## src/rtl/day04_sequencer_if.sv

```systemverilog
// day04_sequencer_if: host, core and result-readout signals of the day04
// sequencer bundled as one port group. The slave modport is the sequencer;
// the master modport is whatever sits around it (host, core, reader).
//
// Handshake rules:
// - host: a character transfers on a rising clock edge where host_valid and
//   host_ready are both high. host_ready never depends on host_valid.
// - core: a character transfers on an edge where core_valid and core_ready
//   are both high. core_valid/core_char come straight from registers.
// - result: a byte is consumed on an edge where res_valid and res_read are
//   both high. res_read while res_valid is low has no effect.
// state mirrors the sequencer FSM state register for observation only.
interface day04_sequencer_if;
    logic [7:0]  host_char;
    logic        host_valid;
    logic        host_last;
    logic        host_part2;
    logic        host_ready;
    logic [7:0]  core_char;
    logic        core_valid;
    logic        core_ready;
    logic        core_part2;
    logic        core_start;
    logic        core_out_valid;
    logic [31:0] core_count;
    logic [7:0]  res_byte;
    logic        res_valid;
    logic        res_last;
    logic        res_read;
    logic        busy;
    logic        done;
    logic        error;
    logic [2:0]  state;

    modport master (
        output host_char, host_valid, host_last, host_part2,
        output core_ready, core_out_valid, core_count,
        output res_read,
        input  host_ready,
        input  core_char, core_valid, core_part2, core_start,
        input  res_byte, res_valid, res_last,
        input  busy, done, error, state
    );

    modport slave (
        input  host_char, host_valid, host_last, host_part2,
        input  core_ready, core_out_valid, core_count,
        input  res_read,
        output host_ready,
        output core_char, core_valid, core_part2, core_start,
        output res_byte, res_valid, res_last,
        output busy, done, error, state
    );
endinterface

```

## src/rtl/day04_sequencer.sv

```systemverilog
// day04_sequencer: buffers host characters in a small FIFO, forwards them to
// the day04 solver core, starts the core after the last character, waits for
// its result with a timeout and serves the 32-bit count back LSB first.
// Optional build macro DAY04_SEQ_CHECKSUM_EN appends an 8-bit XOR of every
// character forwarded to the core as one extra result byte.
module day04_sequencer #(
    parameter int FIFO_DEPTH   = 4,
    parameter int TIMEOUT_W    = 24,
    parameter int RESULT_BYTES = 4
) (
    input  logic             clock,
    input  logic             clear,
    day04_sequencer_if.slave bus
);

    localparam int AW = (FIFO_DEPTH > 1) ? $clog2(FIFO_DEPTH) : 1;
    localparam int CW = AW + 1;
    localparam logic [CW-1:0] FULL_COUNT = CW'(FIFO_DEPTH);
`ifdef DAY04_SEQ_CHECKSUM_EN
    localparam int NUM_BYTES = RESULT_BYTES + 1;
    localparam logic [2:0] CSUM_IDX = 3'(RESULT_BYTES);
`else
    localparam int NUM_BYTES = RESULT_BYTES;
`endif
    localparam logic [2:0] LAST_IDX = 3'(NUM_BYTES - 1);
    // The counter value one step before all-ones: incrementing from here
    // reaches the timeout value on the same edge that enters ERROR.
    localparam logic [TIMEOUT_W-1:0] TIMER_LAST = {{(TIMEOUT_W-1){1'b1}}, 1'b0};

    typedef enum logic [2:0] {
        S_IDLE   = 3'd0,
        S_LOAD   = 3'd1,
        S_DRAIN  = 3'd2,
        S_START  = 3'd3,
        S_WAIT   = 3'd4,
        S_RESULT = 3'd5,
        S_ERROR  = 3'd6
    } state_t;

    state_t state_q;
    state_t state_d;

    logic [7:0]           mem [FIFO_DEPTH];
    logic [AW-1:0]        wr_ptr;
    logic [AW-1:0]        rd_ptr;
    logic [CW-1:0]        count;
    logic                 empty;
    logic                 full;
    logic                 push;
    logic                 pop;
    logic [7:0]           head;

    logic [TIMEOUT_W-1:0] timer;
    logic [31:0]          shift;
    logic [2:0]           idx;
    logic                 part2_q;
`ifdef DAY04_SEQ_CHECKSUM_EN
    logic [7:0]           csum;
`endif

    logic                 host_ready_c;
    logic                 core_start_c;
    logic                 busy_c;
    logic                 error_c;
    logic                 res_valid_c;
    logic                 res_last_c;
    logic [7:0]           res_byte_c;
    logic                 done_c;
    logic                 res_read_c;

    assign empty = (count == '0);
    assign full  = (count == FULL_COUNT);
    assign push  = bus.host_valid && host_ready_c;
    assign pop   = !empty && bus.core_ready;
    // Head is a register mux; gated to zero so an empty FIFO shows no stale data.
    assign head  = empty ? 8'h00 : mem[rd_ptr];
    assign res_read_c = (state_q == S_RESULT) && bus.res_read;

    // FSM state register.
    always_ff @(posedge clock) begin
        if (clear) begin
            state_q <= S_IDLE;
        end else begin
            state_q <= state_d;
        end
    end

    // FSM next-state logic.
    always_comb begin
        state_d = state_q;
        case (state_q)
            S_IDLE: begin
                if (push) begin
                    state_d = bus.host_last ? S_DRAIN : S_LOAD;
                end
            end
            S_LOAD: begin
                if (push && bus.host_last) begin
                    state_d = S_DRAIN;
                end
            end
            S_DRAIN: begin
                if (empty) begin
                    state_d = S_START;
                end
            end
            S_START: begin
                state_d = S_WAIT;
            end
            S_WAIT: begin
                // A result arriving on the timeout cycle still wins.
                if (bus.core_out_valid) begin
                    state_d = S_RESULT;
                end else if (timer == TIMER_LAST) begin
                    state_d = S_ERROR;
                end
            end
            S_RESULT: begin
                if (res_read_c && res_last_c) begin
                    state_d = S_IDLE;
                end
            end
            S_ERROR: begin
                state_d = S_ERROR;
            end
            default: begin
                state_d = S_IDLE;
            end
        endcase
    end

    // FSM-decoded outputs.
    always_comb begin
        host_ready_c = 1'b0;
        core_start_c = 1'b0;
        busy_c       = 1'b0;
        error_c      = 1'b0;
        res_valid_c  = 1'b0;
        res_last_c   = 1'b0;
        res_byte_c   = 8'h00;
        done_c       = 1'b0;
        case (state_q)
            S_IDLE: begin
                host_ready_c = !full;
            end
            S_LOAD: begin
                host_ready_c = !full;
                busy_c       = 1'b1;
            end
            S_DRAIN: begin
                busy_c = 1'b1;
            end
            S_START: begin
                busy_c       = 1'b1;
                core_start_c = 1'b1;
            end
            S_WAIT: begin
                busy_c = 1'b1;
            end
            S_RESULT: begin
                busy_c      = 1'b1;
                res_valid_c = 1'b1;
                res_last_c  = (idx == LAST_IDX);
                res_byte_c  = shift[7:0];
`ifdef DAY04_SEQ_CHECKSUM_EN
                if (idx == CSUM_IDX) begin
                    res_byte_c = csum;
                end
`endif
                done_c = bus.res_read && res_last_c;
            end
            S_ERROR: begin
                error_c = 1'b1;
            end
            default: begin
                busy_c = 1'b0;
            end
        endcase
    end

    // FIFO storage; contents need no reset because reads are gated by count.
    always_ff @(posedge clock) begin
        if (push) begin
            mem[wr_ptr] <= bus.host_char;
        end
    end

    // FIFO pointers and occupancy.
    always_ff @(posedge clock) begin
        if (clear) begin
            wr_ptr <= '0;
            rd_ptr <= '0;
            count  <= '0;
        end else begin
            if (push) begin
                wr_ptr <= wr_ptr + 1'b1;
            end
            if (pop) begin
                rd_ptr <= rd_ptr + 1'b1;
            end
            case ({push, pop})
                2'b10:   count <= count + 1'b1;
                2'b01:   count <= count - 1'b1;
                default: count <= count;
            endcase
        end
    end

    // Part select latched from the first accepted character of a job.
    always_ff @(posedge clock) begin
        if (clear) begin
            part2_q <= 1'b0;
        end else if ((state_q == S_IDLE) && push) begin
            part2_q <= bus.host_part2;
        end
    end

    // Timeout counter: zeroed in START, counts every WAIT cycle without a result.
    always_ff @(posedge clock) begin
        if (clear) begin
            timer <= '0;
        end else if (state_q == S_START) begin
            timer <= '0;
        end else if ((state_q == S_WAIT) && !bus.core_out_valid) begin
            timer <= timer + 1'b1;
        end
    end

    // Result shift register and byte index for LSB-first readout.
    always_ff @(posedge clock) begin
        if (clear) begin
            shift <= '0;
            idx   <= '0;
        end else if ((state_q == S_WAIT) && bus.core_out_valid) begin
            shift <= bus.core_count;
            idx   <= '0;
        end else if (res_read_c) begin
            shift <= {8'h00, shift[31:8]};
            idx   <= idx + 3'd1;
        end
    end

`ifdef DAY04_SEQ_CHECKSUM_EN
    // XOR of every character handed to the core since the last return to IDLE.
    always_ff @(posedge clock) begin
        if (clear) begin
            csum <= 8'h00;
        end else if ((state_d == S_IDLE) && (state_q != S_IDLE)) begin
            csum <= 8'h00;
        end else if (pop) begin
            csum <= csum ^ head;
        end
    end
`endif

    assign bus.host_ready = host_ready_c;
    assign bus.core_char  = head;
    assign bus.core_valid = !empty;
    assign bus.core_part2 = part2_q;
    assign bus.core_start = core_start_c;
    assign bus.res_byte   = res_byte_c;
    assign bus.res_valid  = res_valid_c;
    assign bus.res_last   = res_last_c;
    assign bus.busy       = busy_c;
    assign bus.done       = done_c;
    assign bus.error      = error_c;
    assign bus.state      = state_q;

endmodule

```

## src/flat_wrapper.sv

```systemverilog
// flat-port wrapper written by rule: the top's interface ports become plain ports
module day04_sequencer_flat 
#(
    parameter int FIFO_DEPTH   = 4,
    parameter int TIMEOUT_W    = 24,
    parameter int RESULT_BYTES = 4
)
  (clock, clear, bus_host_char, bus_host_valid, bus_host_last, bus_host_part2, bus_core_ready, bus_core_out_valid, bus_core_count, bus_res_read, bus_host_ready, bus_core_char, bus_core_valid, bus_core_part2, bus_core_start, bus_res_byte, bus_res_valid, bus_res_last, bus_busy, bus_done, bus_error, bus_state);
  day04_sequencer_if bus_i ();
  input  logic clock;
  input  logic clear;
  input wire logic [$bits(bus_i.host_char)-1:0] bus_host_char;
  input wire logic [$bits(bus_i.host_valid)-1:0] bus_host_valid;
  input wire logic [$bits(bus_i.host_last)-1:0] bus_host_last;
  input wire logic [$bits(bus_i.host_part2)-1:0] bus_host_part2;
  input wire logic [$bits(bus_i.core_ready)-1:0] bus_core_ready;
  input wire logic [$bits(bus_i.core_out_valid)-1:0] bus_core_out_valid;
  input wire logic [$bits(bus_i.core_count)-1:0] bus_core_count;
  input wire logic [$bits(bus_i.res_read)-1:0] bus_res_read;
  output wire logic [$bits(bus_i.host_ready)-1:0] bus_host_ready;
  output wire logic [$bits(bus_i.core_char)-1:0] bus_core_char;
  output wire logic [$bits(bus_i.core_valid)-1:0] bus_core_valid;
  output wire logic [$bits(bus_i.core_part2)-1:0] bus_core_part2;
  output wire logic [$bits(bus_i.core_start)-1:0] bus_core_start;
  output wire logic [$bits(bus_i.res_byte)-1:0] bus_res_byte;
  output wire logic [$bits(bus_i.res_valid)-1:0] bus_res_valid;
  output wire logic [$bits(bus_i.res_last)-1:0] bus_res_last;
  output wire logic [$bits(bus_i.busy)-1:0] bus_busy;
  output wire logic [$bits(bus_i.done)-1:0] bus_done;
  output wire logic [$bits(bus_i.error)-1:0] bus_error;
  output wire logic [$bits(bus_i.state)-1:0] bus_state;
  assign bus_i.host_char = bus_host_char;
  assign bus_i.host_valid = bus_host_valid;
  assign bus_i.host_last = bus_host_last;
  assign bus_i.host_part2 = bus_host_part2;
  assign bus_i.core_ready = bus_core_ready;
  assign bus_i.core_out_valid = bus_core_out_valid;
  assign bus_i.core_count = bus_core_count;
  assign bus_i.res_read = bus_res_read;
  assign bus_host_ready = bus_i.host_ready;
  assign bus_core_char = bus_i.core_char;
  assign bus_core_valid = bus_i.core_valid;
  assign bus_core_part2 = bus_i.core_part2;
  assign bus_core_start = bus_i.core_start;
  assign bus_res_byte = bus_i.res_byte;
  assign bus_res_valid = bus_i.res_valid;
  assign bus_res_last = bus_i.res_last;
  assign bus_busy = bus_i.busy;
  assign bus_done = bus_i.done;
  assign bus_error = bus_i.error;
  assign bus_state = bus_i.state;
  day04_sequencer #(.FIFO_DEPTH(FIFO_DEPTH), .TIMEOUT_W(TIMEOUT_W), .RESULT_BYTES(RESULT_BYTES)) u_core (.clock(clock), .clear(clear), .bus(bus_i));
endmodule
```

## config.mk

```make
export PLATFORM = sky130hd
export DESIGN_NAME = day04_sequencer_flat
export DESIGN_NICKNAME = d
export VERILOG_FILES = /design/src/rtl/day04_sequencer_if.sv /design/src/rtl/day04_sequencer.sv /design/src/flat_wrapper.sv
export SDC_FILE = /design/constraint.sdc
export NUM_CORES = 1
export LEC_CHECK = 0
export ABC_AREA = 1
export ABC_CLOCK_PERIOD_IN_PS = 2400
export BUFFER_PORTS_ARGS = -buffer_cell sky130_fd_sc_hd__buf_4
export CAP_MARGIN = 20
export CELL_PAD_IN_SITES_DETAIL_PLACEMENT = 1
export CELL_PAD_IN_SITES_GLOBAL_PLACEMENT = 2
export CORE_MARGIN = 5
export CORE_UTILIZATION = 24
export DETAILED_ROUTE_END_ITERATION = 6
export PLACE_DENSITY_LB_ADDON = 0.1
export SLEW_MARGIN = 20
export SYNTH_ARGS = -nofsm -noshare
export SYNTH_HDL_FRONTEND = slang
export SYNTH_SLANG_ARGS = --single-unit
export TNS_END_PERCENT = 30
```

## constraint.sdc

```tcl
create_clock -name clock -period 2.4 [get_ports clock]
set_input_delay 0.48 -clock clock [delete_from_list [all_inputs] [get_ports clock]]
set_output_delay 0.48 -clock clock [all_outputs]
set_load 0.005 [all_outputs]
```

== Yosys cells after proc, flatten, opt, wreduce, memory -nomap -nowiden ==
Memories as Yosys holds them, arrays and structs flattened. A register that Yosys moved wholly into a read port is not among the register bits.
Cells that the tools add are included.

* Word-level logic and storage cells: 76
* Bits in writable memories: 32
* Bits in latches: 0
* Memories kept: 1
* Flip-flop bits (word level): 70
* Bits in read-only memories: 0
* Output and inout bits: 28

* Equality and inequality tests: 16
* Reductions and logical operators: 21
* $mul: 0
* Add/subtract/negate cells: 6
* Muxes and demuxes: 24
* Magnitude comparators: 0
* Bitwise operators: 0
* Divide/modulo/power cells: 0
* Shifts and indexed selects: 0

{| class="wikitable"
|+ Memories
! name !! words !! width !! rd ports !! clocked after memory_dff !! wr ports !! RTL line !! RTL
|-
| u_core.mem || 4 || 8 || 1 || 1 || 1 || day04_sequencer.sv:43 || <nowiki>logic [7:0] mem [FIFO_DEPTH];</nowiki>
|}

{| class="wikitable"
|+ Operators by type and width
! kind !! count
|-
| 2-to-1 mux 32 bit || 2
|-
| adder 24 x 1 -> 24 bit, second input constant || 1
|-
| == test 24 bit, second input constant || 1
|-
| case mux 3 bit (7 select lines) || 1
|-
| 2-to-1 mux 3 bit || 6
|-
| 2-to-1 mux 8 bit || 2
|-
| == test 3 bit, second input constant || 4
|-
| == test 3 x 2 -> 1 bit, second input constant || 3
|-
| logical AND 1 bit || 9
|-
| 2-to-1 mux 1 bit || 9
|-
| adder 3 x 1 -> 3 bit, second input constant || 2
|-
| zero test 3 bit || 2
|-
| 2-to-1 mux 2 bit || 3
|-
| inequality test 2 x 1 -> 1 bit, second input constant || 3
|-
| case mux 3 bit (2 select lines) || 1
|-
| OR reduction 2 bit || 3
|-
| AND reduction 5 bit || 1
|-
| OR reduction 5 bit || 1
|-
| adder 2 x 1 -> 2 bit, second input constant || 2
|-
| nonzero test 2 bit || 2
|-
| == test 3 x 1 -> 1 bit, second input constant || 1
|-
| zero test 1 bit || 3
|-
| inequality test 3 x 2 -> 1 bit, second input constant || 1
|-
| subtractor 3 x 1 -> 3 bit, second input constant || 1
|-
| 3 further kinds || 3
|}

== Depth between registers and ports, before layout ==
Gate-level depths: netlist of run 1.

* Depth after elaboration: 7
* Depth in mapped cells: 12
* Gate-level depth less buffers: 12

== Worst setup path after synthesis of run 1 ==
Ideal clock, no wire load.

* Path kind: reg2reg
* From: register u_core.state_q[2] (netlist: u_core.bus.state[2])
* To: register u_core.count[2]
* Path buffers: 1
* Library setup time: 0.122 ns
* Data required time: 2.278 ns
* Stages on the path, launching flop included: 13
* Data arrival time: 1.880 ns
* Slack: 0.397 ns
* Period minus slack after synthesis: 2.003 ns
* Path through: dfxtp_1 -> buf_6 -> inv_2 -> nand2_1 -> a31oi_1 -> nand2_1 -> ha_1 -> inv_1 -> fa_1 -> a21oi_1 -> o21ai_0 -> o21ai_0 -> a21oi_1

* Cells in the longest elaborated chain, start to end: 6

{| class="wikitable"
|+ RTL lines
! item !! RTL line !! RTL
|-
| start, declared || day04_sequencer.sv:40 || <nowiki>state_t state_q;</nowiki>
|-
| start signal, assigned || day04_sequencer.sv:84 || <nowiki>state_q <= state_d;</nowiki>
|-
| == test 3 x 1 -> 1 bit / zero test 3 bit (equally long branches) || day04_sequencer.sv:142 || <nowiki>case (state_q)</nowiki>
|-
| OR reduction 2 bit (no line) (*) || n/a ||
|-
| 2-to-1 mux 1 bit (*) || n/a ||
|-
| named net bus_host_ready || flat_wrapper.sv:20 || <nowiki>output wire logic [$bits(bus_i.host_ready)-1:0] bus_host_ready;</nowiki>
|-
| logical AND 1 bit (*) || day04_sequencer.sv:73 || <nowiki>assign push = bus.host_valid && host_ready_c;</nowiki>
|-
| == test 2 x 1 -> 1 bit / == test 2 bit (equally long branches) || day04_sequencer.sv:201 || <nowiki>case ({push, pop})</nowiki>
|-
| case mux 3 bit (2 select lines) / nonzero test 2 bit (equally long branches) || n/a ||
|-
| end signal, assigned || day04_sequencer.sv:202 || <nowiki>2'b10: count <= count + 1'b1;</nowiki>
|-
| end signal, assigned || day04_sequencer.sv:203 || <nowiki>2'b01: count <= count - 1'b1;</nowiki>
|-
| end signal, assigned || day04_sequencer.sv:204 || <nowiki>default: count <= count;</nowiki>
|-
| end, declared || day04_sequencer.sv:46 || <nowiki>logic [CW-1:0] count;</nowiki>
|}

The timed path passes the listed nets; every way through them passes the cells marked *.
A chain may end at the register's enable or synchronous reset.

== Worst setup path after layout of run 1 ==
* From: register u_core.state_q[1] (netlist: u_core.bus.state[1])
* To: register u_core.count[2]

* Cells in the longest elaborated chain, start to end: 6

{| class="wikitable"
|+ RTL lines
! item !! RTL line
|-
| == test 3 x 1 -> 1 bit / zero test 3 bit (equally long branches) || day04_sequencer.sv:142
|-
| OR reduction 2 bit (no line) (*) || n/a
|-
| 2-to-1 mux 1 bit (*) || n/a
|-
| logical AND 1 bit (*) || day04_sequencer.sv:73
|-
| == test 2 x 1 -> 1 bit / == test 2 bit (equally long branches) || day04_sequencer.sv:201
|-
| case mux 3 bit (2 select lines) / nonzero test 2 bit (equally long branches) || n/a
|}

Every way passes the cells marked *; elsewhere a longest branch is shown, timed or not.

==> run metrics, run 1 <==
status=completed; GRT Util Overall=about 12%; post-synthesis mux area share=0%; cells after synthesis=roughly 620; area grow syn2layout=24.7%; clock skew=~0.013 ns; CTS buffer count=9; worst min path class=in2reg; I/O Buffers=75; TritonRoute pass-1 iters=4; H-tree Lvls=3; vias per cell=4.38; setup ws final=around 0.26 ns; final hold vios=0; global-route wire length before repair=around 23000 µm; worst reg-to-reg path cell count=11; HP Start=bus_host_char[5]; CTS max path bufs=2; CTS tree=done; distinct cell type count after synthesis=35; Relative slew margins=roughly two thirds; fmax=between 400 and 500 MHz; die height=153 µm; reg2reg end=u_core.count[2]$_SDFFE_PP0P_; Synth Area in Simple Gates=a little under a quarter; register area share after synthesis=48.9%; CP max stage cell=dfxtp_1; via count of the first global-routing pass=approximately 4600; Synth Area in Compound Gates=between 15 and 20%; clock latency on the worst-skew pair=approximately 0.35 ns; share of post-route cells with drive strength above 1=a little under a fifth; dpl ws=between 0.2 and 0.3 ns; FF+latch count, synth=roughly 100; CP cell instances=inv_2 -> nand2_1 -> a31oi_1 -> nand2_1 -> ha_1 -> inv_1 -> fa_1 -> a21oi_1 -> o21ai_0 -> o21ai_0 -> a21oi_1; die width=153 µm; clk sinks=about 100; via count=4266; largest net degree at the start of global routing=30; RSZ-0062 raised after global routing=no; die area=between 20000 and 25000 µm²; post-route ant nets=0; Critical Path Sink Type=flip-flop; Design Area, Final=about 6100 µm²; adder-cell share of the synthesized area=under 10%; Final #Nets=756; WS Path Type=reg2reg; largest family of logic cells by synthesized area=simple AND/OR/NAND/NOR gates; Synth Cell Area=4910 µm²; detailed-route DRC error count=0; Initial DRC Count=between 150 and 200; # setup viols final=0; post-synthesis xor/xnor area fraction=0.891%; synth warn=0; placed instance area=5830 µm²; total negative slack=0 ns; grt ovf=0; critical path peak fanout=6; MaxCap Viol Count=0; clk slew on worst S/H paths=roughly 0.07 ns; leak pwr=2.24 nW; crit start category=flip-flop; fin crit share=89.2%; fin crit period=about 2.1 ns; worst r2r src=u_core.bus.state[1]$_SDFFE_PP0P_; Avg WL per Cell=roughly 14 µm; Hold Path Cell Cnt=1; CP required=2.63 ns; # Post-CTS Setup Buffers=0; # IOs=76; cts hold-fix bufs=0; final wirelength=approximately 14000 µm; worst slew pin tran=0.520 ns; core area=just over 20000 µm²; pins over their slew limit=0; Ant. Diodes=0; Hold EP=u_core.mem[0][5]$_DFFE_PP_; Initial Util=24.4%; post-detail-place hpwl=10600 µm; slowest cell delay on critical path=approximately 0.48 ns; VDD IR max=about 310 µV; number of antenna violations at the first check in global routing=0; R2R setup slack=0.26 ns; placer congestion estimate=approximately 0.73; CP arrival=~2.4 ns; net count after synthesis=675; root buffer cell=clkbuf_16; FP Rows=52; post-CTS sizing=0; syn_area_per_cell=7.97 µm²; Power Density=837 nW/µm²
==> worst max-delay path by stage <==
stage	from	to	slack [ns]	depth (start not counted)
2_1_floorplan	u_core.bus.state[2]$_SDFFE_PP0P_	u_core.count[2]$_SDFFE_PP0P_	0.40	12
3_3_place_gp	u_core.bus.state[1]$_SDFFE_PP0P_	u_core.count[2]$_SDFFE_PP0P_	0.47	11
3_5_place_dp	u_core.bus.state[1]$_SDFFE_PP0P_	u_core.count[2]$_SDFFE_PP0P_	0.26	11
4_1_cts	u_core.bus.state[1]$_SDFFE_PP0P_	u_core.count[2]$_SDFFE_PP0P_	0.24	11
5_1_grt	u_core.bus.state[1]$_SDFFE_PP0P_	u_core.count[2]$_SDFFE_PP0P_	0.08	11
6_report	u_core.bus.state[1]$_SDFFE_PP0P_	u_core.count[2]$_SDFFE_PP0P_	0.26	11
==> state kept, by name (all words and copies together) (netlist names), named ones only <==
signal	count
u_core.mem	32
u_core.wr_ptr	2
u_core.idx	3
u_core.bus.core_part2	1
u_core.timer	24
u_core.rd_ptr	2
u_core.bus.state	3
u_core.count	3
u_core.shift	32
==> kinds of logic after synthesis <==
logic type / after synthesis
AOI/OAI and AO/OA: 157
adders and majority gates: 10
and+or+nand+nor: 249
buffers and inverters: 92
DFF: 104
xor gates and xnor gates: 5
==> placed cells by master, fill, tap and decap left out, drive strengths merged, types with 2 or more instances in the layout <==
cell	netlist	layout
or2	4	4
ha	9	9
edfxtp	32	32
inv	68	70
a31oi	2	2
o211ai	2	2
clkbuf	11	11
nor2	89	89
dfxtp	72	72
nand2	121	121
clkinv	3	3
nor3	8	8
xor2	5	5
o21ai	60	60
clkinvlp	0	2
nand4	8	8
a21oi	75	75
nand3	18	18
o21a	17	17
buf	10	91
==> worst max-delay path, delay by kind of cell (launching register included) <==
kind | cells | cell delay [ns]
flip-flops | 1 | 0.48
buffers and inverters | 2 | 0.17
AND/OR/NAND/NOR | 2 | 0.23
adder cells (fa/ha/maj) | 2 | 0.54
AO/OA/AOI/OAI | 5 | 0.62
==> area by class of cell <==
cell class              count  area (µm²)
clock buffers              11         233
clock inverters             5        62.6
fillers                  2454       14000
inverters                  71         268
multi-input cells         421        2130
flip-flops and latches    104        2400
well taps                 270         338
repair buffers             91         696
==> per-layer routing <==
layer  vias up  wire, µm  share of wire, %  track usage [%]
met5         -         0                 0                0
met4         0       193               1.4             4.07
met3        13       476               3.4             2.63
met2        52      6920                50             21.3
met1      2016      6340                46             15.0
li1       2185         -                 -                -
==> metrics by stage <==
step,hold WS [ns],cells,utilization (%),power (mW)
3_3_place_gp,0.440,957,28.9,3.67
6_report,0.331,973,30.4,5.13
4_1_cts,0.313,973,30.4,5.25
5_1_grt,0.315,973,30.4,5.51
2_1_floorplan,0.422,617,-,3.02
3_5_place_dp,0.453,957,28.9,3.71
==> cells in the mapped netlist <==
| library cell | n | area share, % |
|---|---|---|
| nand2_1 | 115 | 8.8 |
| dfxtp_1 | 72 | 29 |
| inv_2 | 4 | 0.31 |
| o21ai_1 | 2 | 0.20 |
| inv_1 | 64 | 4.9 |
| nor2_4 | 6 | 1.4 |
| buf_6 | 2 | 0.46 |
| nand3_4 | 2 | 0.71 |
| or2_2 | 3 | 0.38 |
| fa_1 | 1 | 0.41 |
| o21ai_0 | 58 | 5.9 |
| nor2_1 | 78 | 6.0 |
| nand3_1 | 15 | 1.5 |
| a21oi_1 | 75 | 7.6 |
| nor3_1 | 7 | 0.71 |
| nand2_2 | 5 | 0.64 |
| a31oi_1 | 2 | 0.25 |
| clkinv_1 | 2 | 0.15 |
| nor3_2 | 1 | 0.20 |
| edfxtp_1 | 32 | 20 |
| nand4_1 | 8 | 1.0 |
| o21bai_1 | 1 | 0.15 |
| nand2_4 | 1 | 0.23 |
| clkinv_2 | 1 | 0.10 |
| ha_1 | 9 | 2.3 |
| nor2_2 | 5 | 0.64 |
| nand3b_1 | 1 | 0.15 |
| buf_2 | 3 | 0.31 |
| clkbuf_1 | 11 | 0.84 |
| nand3_2 | 1 | 0.20 |
| buf_4 | 5 | 0.76 |
| xor2_1 | 5 | 0.89 |
| o211ai_1 | 2 | 0.31 |
| or2_0 | 1 | 0.13 |
| o21a_1 | 17 | 2.6 |
==> power breakdown <==
part,switching [mW],internal [mW]
Clock,0.692,0.819
Combinational,0.883,0.599
Sequential,0.112,2.03
Total,1.69,3.44
No activity file was read; power rests on OpenSTA's default activity.
==> run 2: changes to the inputs <==
Settings changed: CORE_UTILIZATION 24 to 33, SETUP_SLACK_MARGIN set to 0.02, TNS_END_PERCENT 30 to 10.
==> run metrics, run 2 (synthesis results as in run 1) <==
Sw Ratio=between 30 and 40%; placer congestion estimate=0.765; global-route wire length before repair=~22000 µm; via count=~4300; registers with the most flip-flops=u_core.mem: 32 flops, u_core.shift: 32 flops, u_core.timer: 24 flops; clk slew on worst S/H paths=around 0.07 ns; final wirelength=between 10000 and 15000 µm; die area=approximately 17000 µm²; post-route ant nets=0; # IOs=76; I/O Buffers=75; leak pwr=2.21 nW; Final Util=40.8%; Initial Util=around a third; final hold vios=0; vias per cell=about 4.8; CP bufs+invs=2; status=completed; clock group share of total power=between 20 and 30%; worst min path class=in2reg; RSZ-0062 raised after global routing=no; fin crit period=between 2 and 2.5 ns; critical path's top delay family=simple AND/OR/NAND/NOR gates; root buffer cell=clkbuf_16; FP Rows=44; grt ovf=0; most common cell after layout, fill and taps aside=nand2_1; VDD IR max=~360 µV; Sw Pwr=about 1.7 mW; clock skew=0.0106 ns; Relative slew margins=a little over three fifths; CP arrival=about 1.8 ns; # Post-CTS Setup Buffers=0; GRT Util Overall=approximately 15%; worst slew pin tran=approximately 0.56 ns; slowest cell delay on critical path=around 0.48 ns; Final Power=approximately 5.0 mW; CP cell instances=nand2_2 -> nor2_4 -> clkinv_1 -> nor2_1 -> buf_4; H-tree Lvls=3; CP required=about 1.9 ns; most frequent cells in the layout=nand2_1, buf_4, nor2_1; crit start category=flip-flop; Avg WL per Cell=14.8 µm; MaxCap Viol Count=0; combinational share of power=~28%; fin crit share=93.2%; P_int=about 3.3 mW; post-detail-place hpwl=roughly 9600 µm; largest net degree at the start of global routing=35; critical path peak fanout=10; Critical Path Sink Type=primary output; total negative slack=0 ns; number of antenna violations at the first check in global routing=0; # setup viols final=0; CP max stage cell=dfxtp_1; Ant. Diodes=0; clk sinks=~100; pins over their slew limit=0; die width=between 100 and 150 µm; WS Path Type=reg2out; CTS tree=done; dpl cells=around 870; final cell count without fillers=~880; detailed-route DRC error count=0; CTS max path bufs=2; Sequential Power Share=43.5%; TritonRoute pass-1 iters=4; die height=between 100 and 150 µm; Final #Nets=between 700 and 800; share of post-route cells with drive strength above 1=a little under a fifth; Power Density=~830 nW/µm²; clock latency on the worst-skew pair=around 0.35 ns; fmax=447 MHz; via count of the first global-routing pass=between 4000 and 5000; area grow syn2layout=21.1%; CTS buffer count=9; Initial DRC Count=190; core area=roughly 15000 µm²
-- run 2: layout make-up --
type,instances,area [µm²]
clock buffer,9,225
clock inverter,7,52.6
fill,1768,8640
inverter,71,268
multi-input combinational,421,2130
sequential,104,2400
tap,184,230
timing repair buffer,86,646
-- run 2: stage by stage --
step                instance area [µm²]  hold slack, ns  worst slack [ns]
global route                       5950           0.312            0.0407
global placement                   5670           0.440             0.470
floorplan                          4910           0.422             0.397
finish                             5950           0.325             0.162
CTS                                5950           0.315             0.115
detailed placement                 5670           0.449             0.392
-- run 2: layer usage --
metal / vias up / track usage, % / routed length [µm]
li1: 2187 / - / -
met1: 2015 / 19.7 / 6170
met2: 57 / 25.5 / 6230
met3: 17 / 3.32 / 397
met4: 0 / 5.31 / 246
met5: - / 0 / 0
-- run 2: path summary, 6_finish.rpt --
check                                       end                                from  depth (start not counted)  slack, ns
max                             bus_res_byte[1]    u_core.bus.state[0]$_SDFFE_PP0P_                          5       0.16
min                  u_core.mem[3][5]$_DFFE_PP_                    bus_host_char[5]                          1       0.33
max reg2reg        u_core.count[2]$_SDFFE_PP0P_    u_core.bus.state[1]$_SDFFE_PP0P_                         11       0.37
min reg2reg  u_core.bus.core_part2$_SDFFE_PP0P_  u_core.bus.core_part2$_SDFFE_PP0P_                          2       0.45
-- run 2: power by group through the flow --
stage | Combinational (mW) | Clock [mW] | Sequential [mW]
after floorplan | 0.874 | 0 | 2.15
after global placement | 1.39 | 0 | 2.19
after detailed placement | 1.43 | 0 | 2.20
after CTS | 1.44 | 1.47 | 2.16
after global routing | 1.60 | 1.53 | 2.19
final | 1.40 | 1.40 | 2.16
-- run 2: repair_timing --
action,CTS,global route
endpoints found under the setup margin,0,1
hold buffers,0,0
resized for setup,0,1
==> run 3: changes to the inputs <==
Settings changed: ABC_CLOCK_PERIOD_IN_PS 2400 to 1900, CORE_UTILIZATION 33 to 30.
Clock period 2.4 ns to 1.9 ns, I/O delays scaled along.
==> run metrics, run 3 (synthesis results as in run 1) <==
worst reg-to-reg path cell count=11; fmax=527 MHz; cts hold-fix bufs=0; root buffer cell=clkbuf_16; CTS buffer count=9; Hold Path Cell Cnt=1; die area=approximately 19000 µm²; clock latency on the worst-skew pair=0.36 ns; Initial DRC Count=between 150 and 200; post-route ant nets=0; largest net degree at the start of global routing=33; Avg WL per Cell=15.0 µm; detailed-route DRC error count=0; VDD IR max=around 380 µV; final hold vios=0; RSZ-0062 raised after global routing=yes; final cell count without fillers=a little over 900; combinational share of power=32.2%; dpl ws=between 0.04 and 0.05 ns; TritonRoute pass-1 iters=4; Final #Nets=771; Sequential Power Share=about two fifths; registers with the most flip-flops=u_core.mem: 32 flops, u_core.shift: 32 flops, u_core.timer: 24 flops; H-tree Lvls=3; pins over their slew limit=0; global-route wire length before repair=between 20000 and 25000 µm; CTS max path bufs=2; most frequent cells in the layout=nand2_1, buf_4, nor2_1; setup ws final=just over 0.001 ns; Relative slew margins=about 69%; FP Rows=46; clock group share of total power=between 20% and 30%; via count=around 4400; worst slew pin tran=about 0.46 ns; # IOs=76; clock skew=between 0.007 and 0.008 ns; Sw Pwr=between 2 and 2.5 mW; Final Util=39.4%; CP arrival=~1.5 ns; via count of the first global-routing pass=between 4000 and 5000; crit start category=flip-flop; # setup viols final=0; CP required=1.52 ns; worst min path class=in2reg; die width=~140 µm; Initial Util=between 30% and 40%; P_int=roughly 4.6 mW; MaxCap Viol Count=0; fin crit share=between 90% and 100%; Ant. Diodes=0; GRT Util Overall=roughly 15%; critical path peak fanout=8; die height=approximately 140 µm; vias per cell=~4.7; I/O Buffers=between 70 and 80; leak pwr=approximately 2.3 nW; post-detail-place hpwl=between 10000 and 15000 µm; clk slew on worst S/H paths=around 0.080 ns; Power Density=1100 nW/µm²; dpl cells=between 900 and 1000; most common cell after layout, fill and taps aside=nand2_1; Critical Path Sink Type=primary output; total negative slack=0 ns; status=completed; Final Power=between 6 and 7 mW; fin crit period=between 1.5 and 2 ns; final wirelength=about 14000 µm; core area=16000 µm²; grt ovf=0; number of antenna violations at the first check in global routing=0; fill count=roughly 2000; CTS tree=done; Sw Ratio=roughly a third; clk sinks=104; area grow syn2layout=28.2%; WS Path Type=reg2out; placer congestion estimate=about 0.8; share of post-route cells with drive strength above 1=about a quarter
run 3: worst max-delay path, stage by stage (launching register included):
cell	delay (ns)
dfxtp_2	0.35
inv_2	0.08
nand3_4	0.07
buf_6	0.12
clkinvlp_4	0.22
a21oi_1	0.20
buf_4	0.14
run 3: stage by stage:
step                      cell area [µm²]  hold slack, ns
after floorplan                      4920           0.422
after global placement               5840           0.439
after detailed placement             5840           0.449
after CTS                            6220           0.205
after global routing                 6300           0.203
final                                6300           0.218
run 3: metal layers:
| layer | part of all wire, % | global-route usage [%] | wire (µm) | vias up |
|---|---|---|---|---|
| met5 | 0 | 0 | 0 | - |
| met3 | 2.4 | 2.29 | 338 | 12 |
| met1 | 46 | 19.6 | 6500 | 2075 |
| met4 | 1.8 | 5.76 | 259 | 0 |
| met2 | 49 | 25.3 | 6940 | 50 |
| li1 | - | - | - | 2218 |
run 3: final cells by class:
cell class                      instances  area, µm²  share of cell area [%]
Clock inverter                          7       86.3                    1.37
Sequential cell                       104       2420                    38.4
Multi-Input combinational cell        421       2170                    34.5
Clock buffer                            9        225                    3.58
Tap cell                              216        270                    4.29
Inverter                               71        288                    4.57
Timing Repair Buffer                  106        837                    13.3
run 3: worst paths after layout:
kind	from	to	slack, ns
worst max-delay path	u_core.count[1]$_SDFFE_PP0P_	bus_core_char[6]	0.001
worst min-delay path	bus_host_char[5]	u_core.mem[1][5]$_DFFE_PP_	0.22
worst max register to register	u_core.bus.state[1]$_SDFFE_PP0P_	u_core.count[2]$_SDFFE_PP0P_	0.05
worst min register to register	u_core.bus.core_part2$_SDFFE_PP0P_	u_core.bus.core_part2$_SDFFE_PP0P_	0.46
run 3: what timing repair did:
| item | CTS | global route |
|---|---|---|
| setup endpoints to repair | 18 | 20 |
| buffers inserted | 3 | 5 |
| gates resized for setup | 17 | 11 |
| pin swaps | 0 | 1 |
run 3: power groups by stage:
stage               logic (mW)  registers, mW  clock network [mW]
floorplan                 1.12           2.72                   0
detailed placement        1.99           2.76                   0
finish                    2.23           2.75                1.97
CTS                       2.12           2.73                2.04
global placement          1.93           2.75                   0
global route              2.49           2.78                2.14
